File: config.mk
export PLATFORM = sky130hd
export DESIGN_NAME = pcs_tx_scheduler_flat
export DESIGN_NICKNAME = d
export VERILOG_FILES = /design/src/rtl/pcs_link_pkg.sv /design/src/rtl/pcs_tx_scheduler_if.sv /design/src/rtl/pcs_tx_scheduler_rr_arbiter.sv /design/src/rtl/pcs_tx_scheduler.sv /design/src/flat_wrapper.sv
export SDC_FILE = /design/constraint.sdc
export NUM_CORES = 1
export LEC_CHECK = 0
export CORE_MARGIN = 5
export CORE_UTILIZATION = 43
export DETAILED_ROUTE_END_ITERATION = 10
export PLACE_DENSITY = 0.81
export SYNTH_ARGS = -nofsm -noshare
export SYNTH_HDL_FRONTEND = slang
export SYNTH_SLANG_ARGS = --single-unit
File: constraint.sdc
create_clock -name clk -period 4.6 [get_ports clk]
set_input_delay 1.15 -clock clk [delete_from_list [all_inputs] [get_ports clk]]
set_output_delay 1.15 -clock clk [all_outputs]
set_load 0.01 [all_outputs]
File: src/rtl/pcs_link_pkg.sv
// Shared link definitions: 10b control symbol encodings and the scheduler state type.
package pcs_link_pkg;

   localparam int SYM_W = 10;

   localparam logic [SYM_W-1:0] COMMA_SYM = 10'b1100000101;
   localparam logic [SYM_W-1:0] SOF_SYM   = 10'b1101101000;
   localparam logic [SYM_W-1:0] EOF_SYM   = 10'b1011101000;
   localparam logic [SYM_W-1:0] FILL_SYM  = 10'b1110101000;

   typedef enum logic [1:0] {
      IDLE,
      DATA,
      EOF
   } state_t;

endpackage

File: src/rtl/pcs_tx_scheduler_if.sv
// Source/serializer handshake bundle of pcs_tx_scheduler; slave is the scheduler side.
interface pcs_tx_scheduler_if #(
   parameter int NUM_REQ = 2
);
   import pcs_link_pkg::*;

   localparam int GW = $clog2(NUM_REQ);

   logic [NUM_REQ-1:0]       req_valid;
   logic [SYM_W*NUM_REQ-1:0] req_data;
   logic [NUM_REQ-1:0]       req_last;
   logic [NUM_REQ-1:0]       req_ready;
   logic [SYM_W-1:0]         sym_out;
   logic                     sym_empty;
   logic                     sym_rd_en;
   logic [GW-1:0]            grant_id;
   logic                     busy;
   logic                     underrun;

   modport master (
      output req_valid, req_data, req_last, sym_rd_en,
      input  req_ready, sym_out, sym_empty, grant_id, busy, underrun
   );

   modport slave (
      input  req_valid, req_data, req_last, sym_rd_en,
      output req_ready, sym_out, sym_empty, grant_id, busy, underrun
   );

endinterface

File: src/rtl/pcs_tx_scheduler_rr_arbiter.sv
// Combinational round-robin pick: first requester at or after ptr_i, as one-hot and index.
module rr_arbiter #(
   parameter int N = 2
) (
   input  logic [N-1:0]         req_i,
   input  logic [$clog2(N)-1:0] ptr_i,
   output logic [N-1:0]         grant_o,
   output logic [$clog2(N)-1:0] idx_o
);

   localparam int IW = $clog2(N);

   logic          found;
   logic [IW-1:0] pos;

   always_comb begin
      grant_o = '0;
      idx_o   = '0;
      found   = 1'b0;
      pos     = '0;
      for (int k = 0; k < N; k++) begin
         pos = IW'((int'(ptr_i) + k) % N);
         if (!found && req_i[pos]) begin
            found        = 1'b1;
            grant_o[pos] = 1'b1;
            idx_o        = pos;
         end
      end
   end

endmodule

File: src/rtl/pcs_tx_scheduler.sv
// Round-robin packet scheduler feeding a one-symbol FWFT slot for serializer_10b.
// Optional feature macro: COMMA_SCHED_EN (periodic comma insertion between packets).
module pcs_tx_scheduler
   import pcs_link_pkg::*;
#(
   parameter int NUM_REQ        = 2,
   parameter int COMMA_INTERVAL = 64
) (
   input  logic              clk,
   input  logic              rst_n,
   pcs_tx_scheduler_if.slave bus
);

   localparam int GW = $clog2(NUM_REQ);

   if (NUM_REQ < 2 || NUM_REQ > 8 || COMMA_INTERVAL < 4) begin : g_param_check
      $error("pcs_tx_scheduler: unsupported NUM_REQ or COMMA_INTERVAL");
   end

   state_t             state_q, state_d;
   logic               out_vld_q, out_vld_d;
   logic [SYM_W-1:0]   sym_q, sym_d;
   logic [GW-1:0]      grant_q, grant_d;
   logic [GW-1:0]      rr_ptr_q, rr_ptr_d;
   logic               underrun_q, underrun_d;

   logic               pop, slot_free, any_req, comma_due;
   logic               cur_valid, cur_last;
   logic [SYM_W-1:0]   cur_data;
   logic [GW-1:0]      rr_next;
   logic [NUM_REQ-1:0] arb_grant;
   logic [GW-1:0]      arb_idx;
   logic               load, load_fill;
   logic [SYM_W-1:0]   load_sym;
   logic [NUM_REQ-1:0] ready;

   rr_arbiter #(.N(NUM_REQ)) u_arb (
      .req_i   (bus.req_valid),
      .ptr_i   (rr_ptr_q),
      .grant_o (arb_grant),
      .idx_o   (arb_idx)
   );

   // The slot can take a new symbol when empty or when it is being popped this cycle.
   assign pop       = bus.sym_rd_en & out_vld_q;
   assign slot_free = !out_vld_q | bus.sym_rd_en;
   assign any_req   = |arb_grant;
   assign cur_valid = bus.req_valid[grant_q];
   assign cur_last  = bus.req_last[grant_q];
   assign cur_data  = bus.req_data[int'(grant_q)*SYM_W +: SYM_W];
   assign rr_next   = (grant_q == GW'(NUM_REQ - 1)) ? '0 : grant_q + 1'b1;

`ifdef COMMA_SCHED_EN
   localparam int CW = $clog2(COMMA_INTERVAL + 1);

   logic [CW-1:0] cnt_q, cnt_d;

   assign comma_due = (cnt_q >= CW'(COMMA_INTERVAL));

   // A scheduled comma restarts the count even if a symbol is popped the same cycle.
   always_comb begin
      cnt_d = cnt_q;
      if (state_q == IDLE && slot_free && comma_due) begin
         cnt_d = '0;
      end else if (pop && cnt_q != CW'(COMMA_INTERVAL)) begin
         cnt_d = cnt_q + 1'b1;
      end
   end

   always_ff @(posedge clk or negedge rst_n) begin
      if (!rst_n) begin
         cnt_q <= '0;
      end else begin
         cnt_q <= cnt_d;
      end
   end
`else
   assign comma_due = 1'b0;
`endif

   always_ff @(posedge clk or negedge rst_n) begin
      if (!rst_n) begin
         state_q    <= IDLE;
         out_vld_q  <= 1'b0;
         sym_q      <= COMMA_SYM;
         grant_q    <= '0;
         rr_ptr_q   <= '0;
         underrun_q <= 1'b0;
      end else begin
         state_q    <= state_d;
         out_vld_q  <= out_vld_d;
         sym_q      <= sym_d;
         grant_q    <= grant_d;
         rr_ptr_q   <= rr_ptr_d;
         underrun_q <= underrun_d;
      end
   end

   always_comb begin
      state_d = state_q;
      case (state_q)
         IDLE:    if (slot_free && !comma_due && any_req) state_d = DATA;
         DATA:    if (slot_free && cur_valid && cur_last) state_d = EOF;
         EOF:     if (slot_free) state_d = IDLE;
         default: state_d = IDLE;
      endcase
   end

   always_comb begin
      load      = 1'b0;
      load_fill = 1'b0;
      load_sym  = COMMA_SYM;
      ready     = '0;
      grant_d   = grant_q;
      rr_ptr_d  = rr_ptr_q;
      case (state_q)
         IDLE: begin
            if (slot_free && comma_due) begin
               load     = 1'b1;
               load_sym = COMMA_SYM;
            end else if (slot_free && any_req) begin
               load     = 1'b1;
               load_sym = SOF_SYM;
               grant_d  = arb_idx;
            end
         end
         DATA: begin
            if (slot_free) begin
               load = 1'b1;
               if (cur_valid) begin
                  ready[grant_q] = 1'b1;
                  load_sym       = cur_data;
               end else begin
                  load_sym  = FILL_SYM;
                  load_fill = 1'b1;
               end
            end
         end
         EOF: begin
            if (slot_free) begin
               load     = 1'b1;
               load_sym = EOF_SYM;
               rr_ptr_d = rr_next;
            end
         end
         default: ;
      endcase
   end

   // An emptied slot shows a comma so sym_out never carries a stale data symbol.
   always_comb begin
      out_vld_d  = out_vld_q;
      sym_d      = sym_q;
      underrun_d = load_fill;
      if (load) begin
         out_vld_d = 1'b1;
         sym_d     = load_sym;
      end else if (pop) begin
         out_vld_d = 1'b0;
         sym_d     = COMMA_SYM;
      end
   end

   assign bus.req_ready = ready;
   assign bus.sym_out   = sym_q;
   assign bus.sym_empty = !out_vld_q;
   assign bus.grant_id  = grant_q;
   assign bus.busy      = (state_q != IDLE);
   assign bus.underrun  = underrun_q;

endmodule

File: src/flat_wrapper.sv
// flat-port wrapper written by rule: the top's interface ports become plain ports
module pcs_tx_scheduler_flat import pcs_link_pkg::*;
#(
   parameter int NUM_REQ        = 2,
   parameter int COMMA_INTERVAL = 64
)
  (clk, rst_n, bus_req_valid, bus_req_data, bus_req_last, bus_sym_rd_en, bus_req_ready, bus_sym_out, bus_sym_empty, bus_grant_id, bus_busy, bus_underrun);
  pcs_tx_scheduler_if #(.NUM_REQ(NUM_REQ)) bus_i ();
  input  logic clk;
  input  logic rst_n;
  input wire logic [$bits(bus_i.req_valid)-1:0] bus_req_valid;
  input wire logic [$bits(bus_i.req_data)-1:0] bus_req_data;
  input wire logic [$bits(bus_i.req_last)-1:0] bus_req_last;
  input wire logic [$bits(bus_i.sym_rd_en)-1:0] bus_sym_rd_en;
  output wire logic [$bits(bus_i.req_ready)-1:0] bus_req_ready;
  output wire logic [$bits(bus_i.sym_out)-1:0] bus_sym_out;
  output wire logic [$bits(bus_i.sym_empty)-1:0] bus_sym_empty;
  output wire logic [$bits(bus_i.grant_id)-1:0] bus_grant_id;
  output wire logic [$bits(bus_i.busy)-1:0] bus_busy;
  output wire logic [$bits(bus_i.underrun)-1:0] bus_underrun;
  assign bus_i.req_valid = bus_req_valid;
  assign bus_i.req_data = bus_req_data;
  assign bus_i.req_last = bus_req_last;
  assign bus_i.sym_rd_en = bus_sym_rd_en;
  assign bus_req_ready = bus_i.req_ready;
  assign bus_sym_out = bus_i.sym_out;
  assign bus_sym_empty = bus_i.sym_empty;
  assign bus_grant_id = bus_i.grant_id;
  assign bus_busy = bus_i.busy;
  assign bus_underrun = bus_i.underrun;
  pcs_tx_scheduler #(.NUM_REQ(NUM_REQ), .COMMA_INTERVAL(COMMA_INTERVAL)) u_core (.clk(clk), .rst_n(rst_n), .bus(bus_i));
endmodule
==> key figures, run 1 <==
Outcome
  – Status: finished clean

STA
  – Clk_skew: 0.0105 ns
  – Final setup fails: 0
  – Max Clock Freq: 0.250 GHz
  – Final Hold Fails: 0
  – Slew Viols, Final: 0
  – Worst-Margin Slew: 0.734 ns
  – Setup TNS: 0 ns
  – Tcrit/Tclk final: 86.9%
  – Unrepaired setup endpoints after global routing: false
  – Min cycle time layout: 4.00 ns
  – Worst hold slack: 0.515 ns
  – Relative slew slack: 50.9%

Detailed routing
  – DR vias/cell: 5.80
  – Pre-antenna DRT Iters: 5
  – Post-DRT Antenna Nets: 0
  – Routed len/inst: 16.6 um
  – Iter 0 DRT Violations: 28
  – Via count: 974
  – Residual DRC: 0
  – Drt total wl: 2.78 mm

Place
  – DPL Wire Length: 2.18 mm
  – GP Congestion: 0.895
  – Number of buffers inserted by port buffering: 42
  – Placed inst area: 1420 sq um

Worst setup path
  – Crit path kind: input pin to primary output
  – R2R depth: 6
  – CP arrival: 2.85 ns
  – Crit start category: input pin
  – Start of the worst register-to-register path: u_core.state_q[1]
  – CP required: 3.45 ns
  – CP max FO: 8
  – Crit end category: primary output
  – R2R Setup Slk: 2.80 ns
  – Start point of the critical path: bus_sym_rd_en

Finish
  – Nets: 172
  – Post-route cell area: 1460 sq um
  – Core Util, Final: 65.8%
  – Share of cells above drive strength 1: 11.4%
  – Multi-input gate area: 543 sq um
  – Diodes inserted: 0
  – Fillers: 194
  – Area grow syn2layout: 46.8%
  – Sequential cell area: 405 sq um

Synthesis
  – Seq cells post-synth: 16
  – Synth Area in Simple Gates: 11.5%
  – Adder-cell share of the synthesized area: 5.05%
  – Mux cell area share after synthesis: 6.57%
  – Post-synthesis area per instance: 10.2 sq um
  – Synth Cell Area: 991 sq um
  – Post-synthesis sequential area ratio: 40.9%
  – Post-Synthesis Net Count: 128
  – Area leader, netlist: dfrtp_1
  – Synth top area cells: dfrtp_1 (30%), dfstp_2 (11%), a22o_1 (6.2%)
  – Number of synthesized flops with an enable pin: 0
  – Ys async rst share: 100%
  – Synth top area share: 30.3%
  – Dominant synthesized flop cell: dfrtp_1
  – Xor/xnor cell area share of the yosys netlist: 0%
  – Compound-Gate Fraction of Synth Area: 31.7%
  – Yosys cell types: 37
  – Cells after Synth: 97
  – Largest family of logic cells by synthesized area: compound AO/OA/AOI/OAI gates
  – Syn. warnings: 0

Clock network
  – # hold bufs at CTS: 0
  – Clk sinks: 16
  – CTS Root Cell: clkbuf_4
  – Clock Latency Late Sink: 0.29 ns
  – Cts bufs inserted: 3
  – # resized after CTS: 0
  – Clock tree buffer depth: 2
  – CTS clk-pin slew, worst paths: 0.09 ns
  – TritonCTS clock tree: built
  – Post-CTS Setup Inserts: 0
  – H-tree depth: 1

Min path
  – Hold Path Class: register to register
  – Cells on Worst Hold Path: 1
  – Hold path start: u_core.bus.sym_out[1]

Global routing
  – GRT Total Usage: 17.3%
  – Initial antenna violation count: 0
  – GRT overflow: 0
  – Global-route wire length before repair: 4.56 mm
  – Largest net degree at the start of global routing: 17
  – Vias in the first global route: 993

Die
  – Std-Cell Rows: 17
  – # IOs: 43
  – Initial Util: 44.8%
  – Die area: 3360 sq um
  – Die Span Y: 58.0 um
  – Core area: 2210 sq um
  – DIE WIDTH: 58.0 um

Pwr
  – Pleak: 0.598 nW
  – P per Cell Area: 545 nW/um^2
  – Maximum VDD drop: 314 uV
  – Pwr Total: 793 uW

Run
  – Max Cap Viol: 0
==> cell type report <==
class                           count  share of cell area [%]
Tap cell                           28                    2.41
Sequential cell                    16                    27.9
Inverter                            4                    1.03
Multi-Input combinational cell     74                    37.3
Timing Repair Buffer               42                    28.9
Clock buffer                        4                    2.49
==> path summary, 6_finish.rpt <==
kind,to
setup reg to reg,u_core.bus.sym_out[4]
max in group asynchronous,u_core.bus.sym_out[4]
hold / removal,u_core.bus.sym_out[1]
hold reg to reg,u_core.bus.sym_out[1]
min in group asynchronous,u_core.bus.sym_out[7]
setup / recovery,bus_req_ready[1]
==> power by group <==
part	internal [mW]	switching (mW)
sequential	0.201	0.0474
clock	0.0481	0.0463
combinational	0.232	0.218
total	0.481	0.311
==> cell usage after synthesis (2+ instances only) <==
master,n
o22ai_1,2
buf_6,2
ha_1,4
nor3_1,2
o21a_1,3
a22o_1,7
inv_1,4
dfrtp_1,12
a221oi_1,2
nand2_1,4
o21ai_0,10
mux2i_1,2
a31oi_1,2
mux2_2,4
dfstp_2,4
nand2b_1,4
nor2_1,5
a21oi_1,5
==> flip-flops by register name (all words and copies together), names as in the netlist <==
register,count
u_core.bus.sym_out,10
u_core.state_q,2
u_core.bus.grant_id,1
u_core.bus.underrun,1
u_core.out_vld_q,1
u_core.rr_ptr_q,1
==> through the flow <==
step / instances / worst slack (ns)
after floorplan: 97 / 1.77
after global placement: 164 / 0.671
after detailed placement: 164 / 0.630
after CTS: 168 / 0.619
after global routing: 168 / 0.506
final: 168 / 0.601
==> logic make-up (layout without fill, tap and decap cells) <==
group / Yosys count / count (layout)
AO/OA/AOI/OAI: 43 / 43
AND/OR/NAND/NOR: 21 / 21
flip-flops: 16 / 16
buffers and inverters: 7 / 50
multiplexers: 6 / 6
adder cells (fa/ha/maj): 4 / 4
==> placed cells by master (no fill, tap or decap) <==
cell,instances
clkdlybuf4s50_1,42
dfrtp_1,12
o21ai_0,10
a22o_1,7
nor2_1,5
a21oi_1,5
inv_1,4
nand2b_1,4
nand2_1,4
mux2_2,4
ha_1,4
dfstp_2,4
o21a_1,3
clkbuf_4,3
nor3_1,2
o22ai_1,2
a221oi_1,2
a31oi_1,2
mux2i_1,2
nand2_2,1
nor2b_1,1
and2_1,1
nor2b_4,1
o21bai_2,1
o221ai_1,1
a21o_1,1
a211oi_1,1
a21oi_4,1
o2bb2a_1,1
a41oi_1,1
a21boi_1,1
or3_1,1
o32a_1,1
o22a_1,1
nand4_1,1
a211o_1,1
o211ai_1,1
clkbuf_8,1
==> worst max-delay path, cell delays in order <==
cell and delay, ns:
clkdlybuf4s50_1 0.52, nand2b_1 0.30, nand2_1 0.19, nor2_1 0.13, clkdlybuf4s50_1 0.55
==> layer usage <==
layer	track usage, %	vias to the layer above	routed length, um	share of wire [%]
met5	0	-	0	0
met4	3.97	0	4	0.14
met3	5.57	2	266	9.6
met2	30.3	61	1330	48
met1	20.6	455	1180	42
li1	-	456	-	-
Power figures use the tool's default switching activity.
==> run 2: changes to the inputs <==
CORE_MARGIN = 1   (was 5)
==> run 2 against run 1 <==
Clock skew shrank 0.00091 ns; sequential power is essentially flat; clock power shrank 1%; global-route usage grew 5.4 points; die area shrank 26%; final cell count is the same; sequential share of layout area is the same; count of clock-buffer cells in the layout is the same; critical path type unchanged.
==> key figures, run 2 (synthesis results as in run 1) <==
Global routing
  – Largest net degree at the start of global routing: 17 (unchanged)
  – GRT Total Usage: 22.8% (+5.4 points)
  – Initial antenna violation count: 0 (unchanged)
  – Global-route wire length before repair: 4.28 mm (-6.1%)
  – GRT overflow: 0 (unchanged)
  – Vias in the first global route: 981 (-1.2%)

Worst setup path
  – Crit path depth: 5 (unchanged)
  – Crit start category: input pin
  – Crit path kind: input pin to primary output
  – CP max FO: 8 (unchanged)
  – CP required: 3.45 ns (about the same)
  – Crit path to: bus_req_ready[1]
  – R2R Setup Slk: 2.83 ns (+0.03 ns)
  – Slowest cell on the critical path: clkdlybuf4s50_1
  – WP buf/inv: 2 (unchanged)
  – Start point of the critical path: bus_sym_rd_en
  – Capture point of the worst reg-to-reg path: u_core.bus.sym_out[1]
  – Crit path largest cell delay: 0.54 ns (about the same)
  – CP Cell Sequence: clkdlybuf4s50_1 -> nand2b_1 -> nand2_1 -> nor2_1 -> clkdlybuf4s50_1
  – CP arrival: 2.82 ns (-0.03 ns)
  – Crit end category: primary output
  – Cell mode on critical path: clkdlybuf4s50_1
  – R2R depth: 6 (unchanged)
  – Start of the worst register-to-register path: u_core.state_q[1]
  – Delay-heaviest family, CP: buffers and inverters

Clock network
  – Clock Latency Late Sink: 0.29 ns (about the same)
  – # hold bufs at CTS: 0 (unchanged)
  – Clk sinks: 16 (unchanged)
  – Post-CTS Setup Inserts: 0 (unchanged)
  – Cts bufs inserted: 3 (unchanged)
  – CTS clk-pin slew, worst paths: 0.09 ns (about the same)
  – CTS Root Cell: clkbuf_4
  – # resized after CTS: 0 (unchanged)
  – Clock tree buffer depth: 2 (unchanged)
  – TritonCTS clock tree: built
  – H-tree depth: 1 (unchanged)

Detailed routing
  – Via count: 976 (+0.21%)
  – Post-DRT Antenna Nets: 0 (unchanged)
  – DR vias/cell: 5.81 (+0.21%)
  – Residual DRC: 0 (unchanged)
  – Drt total wl: 2.50 mm (-10%)
  – Pre-antenna DRT Iters: 4 (-1)
  – Iter 0 DRT Violations: 24 (-14%)
  – Routed len/inst: 14.9 um (-10%)

Finish
  – Nets: 172 (unchanged)
  – Area grow syn2layout: 46.8% (unchanged)
  – Core Util, Final: 66.4% (+0.64 points)
  – Diodes inserted: 0 (unchanged)
  – Commonest non-fill, non-tap cell in the layout: clkdlybuf4s50_1
  – Commonest cells after routing, fill and taps aside: clkdlybuf4s50_1 (42), dfrtp_1 (12), o21ai_0 (10)
  – Post-route cell area: 1460 sq um (unchanged)
  – Non-Filler Instances: 168 (unchanged)
  – Share of cells above drive strength 1: 11.4% (unchanged)
  – Number of flip-flops in the largest register: 10 (unchanged)

Run
  – Max Cap Viol: 0 (unchanged)

Place
  – Placed inst area: 1420 sq um (unchanged)
  – DPL Wire Length: 1.98 mm (-9.1%)
  – Post-Place Cells: 164 (unchanged)
  – Pre-CTS setup slack: 0.626 ns (-0.00421 ns)
  – GP Congestion: 0.788 (-12%)
  – Number of buffers inserted by port buffering: 42 (unchanged)

Die
  – Die Span Y: 50.0 um (-14%)
  – Core area: 2190 sq um (-0.96%)
  – # IOs: 43 (unchanged)
  – Initial Util: 45.2% (+0.43 points)
  – Std-Cell Rows: 17 (unchanged)
  – DIE WIDTH: 50.0 um (-14%)
  – Die area: 2500 sq um (-26%)

Min path
  – Hold Path Class: register to register
  – Hold path start: u_core.bus.sym_out[4]

Outcome
  – Status: finished clean

STA
  – Tcrit/Tclk final: 86.4% (-0.55 points)
  – Slew Viols, Final: 0 (unchanged)
  – Worst hold slack: 0.512 ns (-0.00324 ns)
  – Unrepaired setup endpoints after global routing: false
  – Setup TNS: 0 ns (unchanged)
  – Final worst slack: 0.626 ns (+0.0254 ns)
  – Final Hold Fails: 0 (unchanged)
  – Relative slew slack: 51.8% (+0.91 points)
  – Max Clock Freq: 0.252 GHz (+0.64%)
  – Clk_skew: 0.00959 ns (-0.000913 ns)
  – Min cycle time layout: 3.97 ns (-0.0254 ns)
  – Worst-Margin Slew: 0.720 ns (-0.0136 ns)
  – Final setup fails: 0 (unchanged)

Pwr
  – Maximum VDD drop: 382 uV (+22%)
  – Pwr Total: 793 uW (about the same)
  – Pleak: 0.598 nW (unchanged)
  – P per Cell Area: 545 nW/um^2 (about the same)
==> run 2: cell counts in the layout (fill, tap and decap cells not counted) <==
No cell type changed its count.
==> run 2: cell type report <==
| class | count | area, sq um |
|---|---|---|
| flip-flops and latches | 16 | 405 |
| well taps | 28 | 35.0 |
| clock buffers | 4 | 36.3 |
| fillers | 187 | 736 |
| multi-input cells | 74 | 543 |
| repair buffers | 42 | 420 |
| inverters | 4 | 15.0 |
==> run 2: how the worst min path moves through the flow <==
stage,depth (start not counted),end
after floorplan,2,u_core.rr_ptr_q
after global placement,1,u_core.bus.sym_out[7]
after detailed placement,1,u_core.bus.sym_out[4]
after CTS,1,u_core.bus.sym_out[4]
after global routing,1,u_core.bus.sym_out[3]
final,1,u_core.bus.sym_out[4]
==> run 2: power breakdown <==
part	switching (mW)	leakage (nW)	total, mW	internal, mW
logic	0.217	0.383	0.449	0.232
registers	0.0493	0.194	0.251	0.201
clock network	0.0452	0.0210	0.0934	0.0482
==> run 2: per-layer routing <==
metal  vias up  GRT usage (%)  wire length [um]
met5         -              0                 0
met4         0           8.10                25
met3         6           4.63               159
met2        48           41.8              1280
met1       464           25.3              1030
li1        458              -                 -
==> run 3: changes to the inputs <==
SLEW_MARGIN = 20   (was unset)
==> results of run 3 <==
Final layout, timing and power as in run 2 (identical DEF).
